--- config.mk ---
export PLATFORM = sky130hd
export DESIGN_NAME = branch_predictor_table
export DESIGN_NICKNAME = d
export VERILOG_FILES = /design/src/rtl/branch_predictor_table.sv
export SDC_FILE = /design/constraint.sdc
export NUM_CORES = 1
export LEC_CHECK = 0
export CAP_MARGIN = 5
export CORE_AREA = 5 5 144 146
export CTS_CLUSTER_DIAMETER = 40
export DETAILED_ROUTE_END_ITERATION = 8
export DIE_AREA = 0 0 149 151
export GPL_ROUTABILITY_DRIVEN = 0
export PLACE_DENSITY_LB_ADDON = 0.1
export REMOVE_ABC_BUFFERS = 1
export SYNTH_ARGS = -nofsm -noshare
export SYNTH_HDL_FRONTEND = slang
export SYNTH_SLANG_ARGS = --single-unit
--- constraint.sdc ---
create_clock -name clk -period 4.5 [get_ports clk]
set_clock_uncertainty 0.2 [all_clocks]
set_input_delay 1.125 -clock clk [delete_from_list [all_inputs] [get_ports clk]]
set_output_delay 1.125 -clock clk [all_outputs]
set_load 0.02 [all_outputs]
--- src/rtl/branch_predictor_table.sv ---
// Table of CTR_BITS-wide direction counters indexed by PC (optionally
// XORed with a global history register). Predictions are registered one
// cycle after the request; resolved branches train the entry they came from.
module branch_predictor_table #(
  parameter int XLEN       = 32,
  parameter int INDEX_BITS = 6,
  parameter int CTR_BITS   = 2,
  parameter int GHR_BITS   = 0,
  parameter int PC_LSB     = 2,
  parameter int MODE       = 0,
  parameter int RESET_CTR  = (1 << (CTR_BITS - 1)) - 1
) (
  input  logic                  clk,
  input  logic                  reset,
  input  logic                  pred_valid,
  input  logic [XLEN-1:0]       pred_pc,
  output logic                  pred_resp_valid,
  output logic                  pred_taken,
  output logic [INDEX_BITS-1:0] pred_index,
  input  logic                  upd_valid,
  input  logic [INDEX_BITS-1:0] upd_index,
  input  logic                  upd_taken
);

  localparam int DEPTH = 1 << INDEX_BITS;
  localparam logic [CTR_BITS-1:0] CTR_MAX  = '1;
  localparam logic [CTR_BITS-1:0] CTR_INIT = CTR_BITS'(RESET_CTR);

  logic [CTR_BITS-1:0]   ctr_q [DEPTH];
  logic [CTR_BITS-1:0]   ctr_cur;
  logic [CTR_BITS-1:0]   ctr_next;
  logic [INDEX_BITS-1:0] hist;
  logic [INDEX_BITS-1:0] idx;

  // PC bits outside the index slice do not influence the prediction.
  logic unused_pc_bits;
  assign unused_pc_bits = ^pred_pc;

  assign idx = pred_pc[PC_LSB +: INDEX_BITS] ^ hist;

  generate
    if (GHR_BITS > 0) begin : g_ghr
      logic [GHR_BITS-1:0] ghr_q;
      logic [GHR_BITS-1:0] ghr_next;

      if (GHR_BITS == 1) begin : g_one
        assign ghr_next = upd_taken;
      end else begin : g_many
        assign ghr_next = {ghr_q[GHR_BITS-2:0], upd_taken};
      end

      // History is trained only by resolved branches, newest outcome in LSB.
      always_ff @(posedge clk) begin
        if (!reset)         ghr_q <= '0;
        else if (upd_valid) ghr_q <= ghr_next;
      end

      assign hist = INDEX_BITS'(ghr_q);
    end else begin : g_no_ghr
      assign hist = '0;
    end
  endgenerate

  // Next value of the counter being trained, per the selected policy.
  always_comb begin
    // NOTE: defaults first so every path assigns ctr_next and no latch is inferred.
    ctr_cur  = ctr_q[upd_index];
    ctr_next = ctr_cur;
    if (MODE == 1) begin
      // Hysteresis: strong states need two mispredicts to flip.
      if (upd_taken) ctr_next = (ctr_cur == '0) ? CTR_BITS'(1) : CTR_MAX;
      else           ctr_next = (ctr_cur == CTR_MAX) ? CTR_BITS'(2) : '0;
    end else begin
      if (upd_taken && ctr_cur != CTR_MAX)  ctr_next = ctr_cur + CTR_BITS'(1);
      else if (!upd_taken && ctr_cur != '0) ctr_next = ctr_cur - CTR_BITS'(1);
    end
  end

  // Counter table: every entry returns to weakly-not-taken on reset.
  always_ff @(posedge clk) begin
    // NOTE: the table is explicitly reset because predictions must be
    // deterministic straight after reset; this rules out a RAM macro.
    if (!reset) begin
      for (int i = 0; i < DEPTH; i++) ctr_q[i] <= CTR_INIT;
    end else if (upd_valid) begin
      ctr_q[upd_index] <= ctr_next;
    end
  end

  // Registered prediction; reads pre-update state, no bypass from training.
  always_ff @(posedge clk) begin
    if (!reset) begin
      pred_resp_valid <= 1'b0;
      pred_taken      <= 1'b0;
      pred_index      <= '0;
    end else begin
      pred_resp_valid <= pred_valid;
      if (pred_valid) begin
        pred_index <= idx;
        pred_taken <= ctr_q[idx][CTR_BITS-1];
      end
    end
  end

endmodule

==> run summary <==
WP data required -> 4480 ps
Die X -> 149 um
die area -> 22,500 sq um
Layout Nets -> 783
Final setup viols -> 0
GRT busiest layer -> met2
main combinational cell family by area after synthesis -> simple AND/OR/NAND/NOR gates
slowest cell delay on critical path -> 450 ps
Synth area leader -> edfxtp_1
RR Endpoint -> ctr_q[13][0]$_SDFFCE_PN1P_
number of synthesized flops with an enable pin -> 128
max-cap violations -> 0
Die H -> 151 um
DRC Markers -> 0
Mapped Area -> 7510 sq um
CP Cell Sequence -> clkdlybuf4s50_1 -> buf_12 -> nor2_1 -> buf_4 -> a221oi_1 -> o21ai_0 -> a22oi_1 -> nand4_1 -> inv_1 -> ha_2 -> nor3_2 -> buf_4 -> o31ai_4 -> buf_6 -> nor2_1
CP Buf/Inv Count -> 6
Hold Path Depth -> 2
Synth Area in Compound Gates -> 9.16%
global route overflow -> 0
hold endpoint -> pred_taken$_SDFFE_PN0P_
Worst Max-Slew Pin Slew -> 849 ps
GRT Total Usage -> 20.8%
async set-reset flop share out of synthesis -> 0%
CP Class -> in2reg
adder-cell share of the synthesized area -> 0.333%
Slowest cell on crit path -> clkdlybuf4s50_1
post-synthesis xor/xnor area fraction -> 0.366%
r2r setup slk -> 1070 ps
Rows -> 51
Mean Syn Cell Area -> 11.1 sq um
post-synthesis sequential area ratio -> 53.3%
Hold Crit Start -> pred_taken$_SDFFE_PN0P_
antenna-violating nets left -> 0
Worst setup SP type -> input port
fin. max-slew vios -> 0
P&R area growth vs syn -> 23.4%
Leakage Power -> 3.14 nW
library cells used by synthesis -> 51
post-detail-place hpwl -> 15.8 mm
Power, Total -> 3.67 mW
Vias -> 5,864
Final min period -> 4390 ps
total clock sinks -> 136
CP max FO -> 18
setup TNS -> 0 ps
period utilisation layout -> 97.5%
maximum root-to-sink buffer count -> 2
M1 GR Usage -> 26.6%
count of state elements after synthesis -> 136
CTS H-tree depth -> 4
# IOs -> 51
outcome -> finished, final reports clean
vias in the first global route -> 5,827
post-layout util -> 48.1%
Inserted Clock Buffers -> 17
worst IR drop on VDD -> 0.270 mV
hold_buf cts -> 0
antenna violations before repair -> 0
final hold violation count -> 0
initial DRC count -> 518
routed wire length -> 23.3 mm
fmax -> 228 MHz
IO Port Bufs -> 24
CP top delay family -> buffers and inverters
multiplexer area fraction after synthesis -> 10.5%
P per Cell Area -> 395 nW/um^2
clk slew on worst S/H paths -> 60 ps
Clk Latency, worst-skew pair -> 430 ps
Core ar. -> 19,300 sq um
Fin Hold WS -> 308 ps
GR Util met3 -> 5.39%
WP data arrival -> 4360 ps
Critical Path Sink Type -> register
simple-gate portion of the synthesized area -> 21.1%
Slew headroom -> 43.2%
post-synth top area share -> 51.1%
Starting Density -> 39.0%
Reg2Reg Depth -> 13
TritonCTS clock tree -> yes
Reg2Reg Launch Point -> ctr_q[31][0]$_SDFFCE_PN1P_
first-pass GRT wire length -> 34.5 mm
Root Buffer -> clkbuf_16
DR WL/cell -> 22.9 um
synth top area cells -> edfxtp_1 (51%), nand2_1 (6.0%), mux4_2 (5.1%)
First-pass DRT Iterations -> 7
cells after synthesis -> 678
Worst Hold Class -> reg2reg
layout cell share with drive strength beyond 1 -> 25.6%
largest net degree at the start of global routing -> 57
DR vias/cell -> 5.77
top_reg_cell synth -> edfxtp_1
Levels on crit path -> 15
Synth warnings -> 0
M2 GR Usage -> 33.4%
## routing by layer
layer  part of all wire (%)  vias to the layer above
met5                      0                        -
met3                    8.2                       49
li1                       -                     2652
met1                     41                     2884
met4                    3.3                        0
met2                     48                      279
## power by group
part | switching, mW | internal [mW] | total (mW)
Clock | 0.555 | 0.932 | 1.49
Sequential | 0.0179 | 1.41 | 1.43
Combinational | 0.458 | 0.292 | 0.749
## worst register-to-register path: stages, from the launching register on
cell	delay [ps]
edfxtp_1	360
and3_1	200
a211o_1	270
a221o_1	350
a22o_1	220
nor4_4	350
buf_4	170
ha_2	190
mux2i_1	70
buf_4	160
xor2_4	180
buf_12	150
clkbuf_16	210
nand3_1	100
## Yosys cell counts (all sizes together) (10+ instances only)
master  number
o21ai       23
edfxtp     128
nor2        46
inv         10
clkbuf      40
a221oi      19
nor3        30
mux4        18
nand2      121
nand3       73
mux2i       32
buf         29
nor2b       12
a22oi       10
## cells by family (layout without fill, tap and decap cells)
kind of cell / Yosys count / in the layout
fa+ha+maj: 2 / 2
buf+inv: 79 / 152
flops: 136 / 136
other cells: 0 / 1
mux: 55 / 55
xor+xnor: 1 / 1
simple gates: 312 / 312
compound gates: 93 / 93
## layout make-up
type	instances	area [sq um]
fill	1782	10000
sequential	136	4000
multi-input combinational	463	3200
timing repair buffer	110	1070
clock buffer	18	429
tap	265	332
clock inverter	14	199
inverter	10	37.5
antenna	1	2.50
## stage by stage
stage                     instance area (sq um)  setup slack, ps  cells
after global routing                       9270            -3.61   1016
after global placement                     8450             -308    976
after CTS                                  9070             73.1   1008
after detailed placement                   8450             -372    976
after floorplan                            7150            -1540    609
final                                      9270              113   1017
## sequential cells by signal (all words and copies together), names as in the netlist
signal           count
ctr_q              128
pred_index           6
pred_resp_valid      1
pred_taken           1
## placed cells by master (no fill, tap or decap), types with 5 or more instances in the layout
| cell | count |
|---|---|
| edfxtp_1 | 128 |
| nand2_1 | 121 |
| buf_4 | 70 |
| nor2_1 | 46 |
| nand3_1 | 43 |
| mux2i_1 | 32 |
| nand3_2 | 30 |
| nor3_1 | 25 |
| clkbuf_16 | 21 |
| clkdlybuf4s50_1 | 21 |
| o21ai_0 | 20 |
| mux4_2 | 17 |
| a221oi_1 | 16 |
| nor2b_1 | 12 |
| a22oi_1 | 9 |
| buf_12 | 9 |
| o22a_1 | 8 |
| inv_1 | 8 |
| dfxtp_1 | 8 |
| and3_1 | 7 |
| nor4_1 | 6 |
| nor3_2 | 5 |
| mux2_2 | 5 |
| clkinv_4 | 5 |
## worst max path at each step
stage                            start  slack, ps                         end
after floorplan           upd_index[3]      -1540  ctr_q[48][1]$_SDFFCE_PN0P_
after global placement    upd_index[0]       -310  ctr_q[43][1]$_SDFFCE_PN0P_
after detailed placement  upd_index[0]       -370  ctr_q[15][0]$_SDFFCE_PN1P_
after CTS                 upd_index[0]         70  ctr_q[15][0]$_SDFFCE_PN1P_
after global routing      upd_index[1]         -4  ctr_q[11][0]$_SDFFCE_PN1P_
final                     upd_index[1]        110  ctr_q[20][1]$_SDFFCE_PN0P_
## repair_timing
| item | CTS | global route |
|---|---|---|
| gates resized for setup | 0 | 16 |
| setup buffers | 0 | 4 |
| setup endpoints to repair | 0 | 124 |
Note: power is estimated with default switching activity, not from simulation.
